`config.mk`:
```
export PLATFORM = sky130hd
export DESIGN_NAME = trace_dump_ctrl
export DESIGN_NICKNAME = d
export VERILOG_FILES = /design/src/rtl/trace_dump_ctrl.sv
export SDC_FILE = /design/constraint.sdc
export NUM_CORES = 1
export LEC_CHECK = 0
export CORE_MARGIN = 2
export CORE_UTILIZATION = 59
export DETAILED_ROUTE_END_ITERATION = 10
export GPL_TIMING_DRIVEN = 0
export HOLD_SLACK_MARGIN = 0.03
export PLACE_DENSITY = 0.9
export SETUP_SLACK_MARGIN = 0.1
export SYNTH_ARGS = -nofsm -noshare
export SYNTH_HDL_FRONTEND = slang
export SYNTH_SLANG_ARGS = --single-unit
```
`constraint.sdc`:
```
create_clock -name clk -period 6.5 [get_ports clk]
set_input_delay 0.65 -clock clk [delete_from_list [all_inputs] [get_ports clk]]
set_output_delay 0.65 -clock clk [all_outputs]
set_load 0.005 [all_outputs]
```
`src/rtl/trace_dump_ctrl.sv`:
```
// rtl/trace_dump_ctrl.sv - trace buffer readout engine emitting framed byte stream
`timescale 1ns/1ps

module trace_dump_ctrl #(
  parameter int         Fpay      = 32,
  parameter int         TB_Depth  = 512,
  parameter int         MAX_WORDS = 512,
  parameter logic [7:0] HDR       = 8'hA5,
  localparam int        CNTw      = $clog2(TB_Depth + 1)
) (
  input  logic            clk,
  input  logic            reset,
  input  logic            dump_req,
  output logic            busy,
  input  logic [CNTw-1:0] tb_count,
  output logic            tb_rd,
  input  logic [Fpay-1:0] tb_dout,
  output logic [7:0]      out_data,
  output logic            out_valid,
  input  logic            out_ready
);

  localparam int NB   = Fpay / 8;
  localparam int IDXw = (NB > 1) ? $clog2(NB) : 1;

  localparam logic [2:0] S_IDLE   = 3'd0;
  localparam logic [2:0] S_HDR    = 3'd1;
  localparam logic [2:0] S_CNT_HI = 3'd2;
  localparam logic [2:0] S_CNT_LO = 3'd3;
  localparam logic [2:0] S_RD     = 3'd4;
  localparam logic [2:0] S_WAIT   = 3'd5;
  localparam logic [2:0] S_BYTES  = 3'd6;
  localparam logic [2:0] S_CSUM   = 3'd7;

  logic [2:0]      state;
  logic [15:0]     n_words;
  logic [15:0]     remaining;
  logic [Fpay-1:0] word_reg;
  logic [IDXw-1:0] idx;
  logic [7:0]      csum;

  logic            hs;
  logic [7:0]      csum_fold;
  logic [IDXw-1:0] idx_m1;
  logic [15:0]     n_snap;

  assign busy = (state != S_IDLE);

  // Handshake, running checksum including the byte on the bus, next byte index
  // and the clamped occupancy snapshot.
  always_comb begin
    hs        = out_valid & out_ready;
    csum_fold = csum ^ out_data;
    idx_m1    = idx - IDXw'(1);
    n_snap    = (int'(tb_count) > MAX_WORDS) ? 16'(MAX_WORDS) : 16'(tb_count);
  end

  // Frame sequencer; all outputs are registered here. The byte following a
  // handshake is loaded on the same edge, so the stream can run at one byte
  // per cycle, and a stalled byte simply holds.
  always_ff @(posedge clk) begin
    if (reset) begin
      state     <= S_IDLE;
      tb_rd     <= 1'b0;
      out_valid <= 1'b0;
      out_data  <= 8'h00;
      csum      <= 8'h00;
      n_words   <= 16'd0;
      remaining <= 16'd0;
      word_reg  <= '0;
      idx       <= '0;
    end else begin
      case (state)
        S_IDLE: begin
          if (dump_req) begin
            n_words   <= n_snap;
            remaining <= n_snap;
            csum      <= 8'h00;
            out_data  <= HDR;
            out_valid <= 1'b1;
            state     <= S_HDR;
          end
        end
        S_HDR: begin
          if (hs) begin
            out_data <= n_words[15:8];
            state    <= S_CNT_HI;
          end
        end
        S_CNT_HI: begin
          if (hs) begin
            csum     <= csum_fold;
            out_data <= n_words[7:0];
            state    <= S_CNT_LO;
          end
        end
        S_CNT_LO: begin
          if (hs) begin
            csum <= csum_fold;
            if (n_words == 16'd0) begin
              out_data <= csum_fold;
              state    <= S_CSUM;
            end else begin
              out_valid <= 1'b0;
              tb_rd     <= 1'b1;
              state     <= S_RD;
            end
          end
        end
        S_RD: begin
          tb_rd <= 1'b0;
          state <= S_WAIT;
        end
        S_WAIT: begin
          word_reg  <= tb_dout;
          idx       <= IDXw'(NB - 1);
          out_data  <= tb_dout[Fpay-1 -: 8];
          out_valid <= 1'b1;
          state     <= S_BYTES;
        end
        S_BYTES: begin
          if (hs) begin
            csum <= csum_fold;
            if (idx == '0) begin
              remaining <= remaining - 16'd1;
              if (remaining != 16'd1) begin
                out_valid <= 1'b0;
                tb_rd     <= 1'b1;
                state     <= S_RD;
              end else begin
                out_data <= csum_fold;
                state    <= S_CSUM;
              end
            end else begin
              idx      <= idx_m1;
              out_data <= word_reg[8*idx_m1 +: 8];
            end
          end
        end
        S_CSUM: begin
          if (hs) begin
            out_valid <= 1'b0;
            out_data  <= 8'h00;
            state     <= S_IDLE;
          end
        end
        default: begin
          state <= S_IDLE;
        end
      endcase
    end
  end

endmodule

```
==> metrics.cfg <==
[sta]
rsz0062_at_grt=no
fmax_mhz=348.4
worst_slack_ps=3629
slew_violations=0
finalHoldViolCount=0
tns_ps=0
post-route-period-util_pct=44.16
worst_pin_slew_ps=862.9
setup_viol=0
skew_ps=8.405
period_minus_slack_ps=2871
maxSlewHeadroom_pct=42.32

[power]
p_comb_share_pct=20.6
p_int_w=0.0007735
p_per_area_nw_per_um2=223.9
leakage_nw=1.638
power_frac_seq_pct=48.5
ir_worst_vdd_mv=0.1385
p_switching_w=0.0003444
switching_share_pct=30.81
clkPwrFrac_pct=30.9

[place]
place_ws_ps=3605
portBuffers=56
postPlaceCellArea_um2=4812
gp_congestion=0.9757
dp.final_hpwl_um=9124

[setup_path]
cp_max_fo=10
path_cells=buf_1, inv_1, ha_1, buf_1, mux4_2, a211oi_1, o31ai_1
worstSetupStartpointType=flip-flop
crit_path_max_incr_delay_ps=630
path_buf_inv=3
slowest_stage=mux4_2
cp_common_cell=buf_1
critPathArrivalTime_ps=3090
critPathTopFamily=buffers and inverters
cp-end-kind=flip-flop
critical_path_class=reg -> reg
critical_path_required_ps=6720

[global_route]
grt_use_met2_pct=53.03
grt_max_degree=15
grt_most_used_layer=met2
grt_util_met1_pct=41.39
first_global_vias=3990
grtUsageMet3_pct=7.257
antenna_found_initial=0
grt_pass1_wl_um=19440
grt_usage_pct=32.59
grt-ovfl-total=0

[cells_and_area]
fin_nets=637
layout-drive-gt1-share_pct=5.396
syn_to_final_growth_pct=20.87
n_antenna_cell=0
final_cell_area_um2=4994
largest_reg_flops=32
final_common_cell=nand2_1
layout.cells.most_common_list=83 x nand2_1, 81 x dfxtp_1, 71 x a21oi_1, 56 x clkdlybuf4s50_1, 42 x nor2_1

[detailed_routing]
num_vias=4400
post_drt_wl_per_cell_um=17.76
drtAntennaViolNets=0
drcViolationCount=0
drt_iter0_drc=459
first_pass_iters=5
vias_per_cell=6.386
totalWireLength_um=12240

[synth]
ys_ff_latch=81
synth_top_flop_cell=dfxtp_1
synth_edf_count=0
synth_fp_nets=570
syn_area_um2=4131
synth-seq-area-share_pct=39.25
yosys_warnings=0
synth_cell_type_count=58
avgSynthCellArea_um2=7.930
async_flop_share_pct=0
synthCells=521

[clocking]
clk_pin_slew_ps=80
cts-resized-gates=0
tritoncts=yes
cts-root-buf=clkbuf_8
cts.sinks=81
cts_made_buffers=9
h-tree-depth=3
clockBufferDepth=2
cts_setup_buffers=0
holdBufCountCts=0
clock_latency_ps=350

[floorplan]
start_util_pct=60.81
die_area_um2=7688
coreArea_um2=6794
rows=30
die-height_um=87.68
die_x_um=87.68
io_pins=57

[outcome]
status=complete, no violations

[hold_path]
hold_path.class=reg -> reg

[run]
drv_cap=0

-- final timing paths --
kind	from	to	slack, ps	cells after the start
max	idx[0]$_SDFFE_PP0P_	out_data[0]$_SDFFE_PP0P_	3630	7
min reg2reg	word_reg[15]$_SDFFE_PP0N_	word_reg[15]$_SDFFE_PP0N_	460	2
min	word_reg[15]$_SDFFE_PP0N_	word_reg[15]$_SDFFE_PP0N_	460	2
max reg2reg	idx[0]$_SDFFE_PP0P_	out_data[0]$_SDFFE_PP0P_	3630	7
-- power by group through the flow --
stage          clock (W)  sequential [W]  combinational [W]
6_report        0.000345        0.000542           0.000231
5_1_grt         0.000365        0.000544           0.000250
3_5_place_dp           0        0.000553           0.000224
2_1_floorplan          0        0.000548           0.000134
3_3_place_gp           0        0.000551           0.000220
4_1_cts         0.000345        0.000541           0.000226
-- cell families (layout without fill, tap and decap cells) --
kind of cell	Yosys count	in the layout	synth area share [%]
and+or+nand+nor	199	199	22.84
adders and majority gates	3	3	0.9086
buffers and inverters	52	124	5.027
xor gates and xnor gates	11	11	2.332
AOI/OAI and AO/OA	165	165	24.80
DFF	81	81	39.25
muxes	10	10	4.845
-- stage by stage --
stage          hold slack [ps]  total power [W]  utilization [%]  cells
6_report                 455.3         0.001118            73.50    689
5_1_grt                  464.9         0.001160            73.50    689
4_1_cts                  455.0         0.001112            73.50    689
3_5_place_dp             443.7        0.0007770            70.83    673
3_3_place_gp             438.5        0.0007711            70.83    673
2_1_floorplan            433.1        0.0006820                -    521
-- area by class of cell --
cell class	count	area, um2
multi-input combinational	388	2302
fill	523	1800
buffer	38	155.1
tap	96	120.1
clock buffer	11	141.4
sequential	81	1622
timing repair buffer	56	560.5
clock inverter	5	40.04
inverter	14	52.55
-- cells in the mapped netlist (4+ instances only) --
cell type | count | area share [%]
xnor2_1 | 11 | 2.3
nor2b_1 | 4 | 0.61
nor3_1 | 18 | 2.2
a22o_1 | 7 | 1.5
nand3b_1 | 4 | 0.73
clkbuf_1 | 28 | 2.5
buf_2 | 4 | 0.48
a211oi_1 | 17 | 3.1
inv_1 | 12 | 1.1
nand3_1 | 9 | 1.1
nor4_1 | 7 | 1.1
nor2_1 | 42 | 3.8
or4_1 | 4 | 0.73
o21ai_0 | 24 | 2.9
buf_1 | 5 | 0.45
a21oi_1 | 71 | 8.6
mux4_2 | 8 | 4.4
dfxtp_1 | 81 | 39
a31oi_1 | 7 | 1.1
o211ai_1 | 5 | 0.91
o311ai_0 | 5 | 1.1
a22oi_1 | 5 | 0.91
nand2_1 | 83 | 7.5
nand2b_1 | 6 | 0.91
-- per-layer routing --
metal  vias up  part of all wire (%)
met5         -                     0
met4         0                   3.6
met3        38                   9.6
met2       276                    48
met1      2062                    39
li1       2024                     -
-- worst min-delay path, stage by stage (launching register included) --
cell and delay, ps:
dfxtp_1 310, nand2_1 50, a21oi_1 50
(Power assumes the default switching activity.)
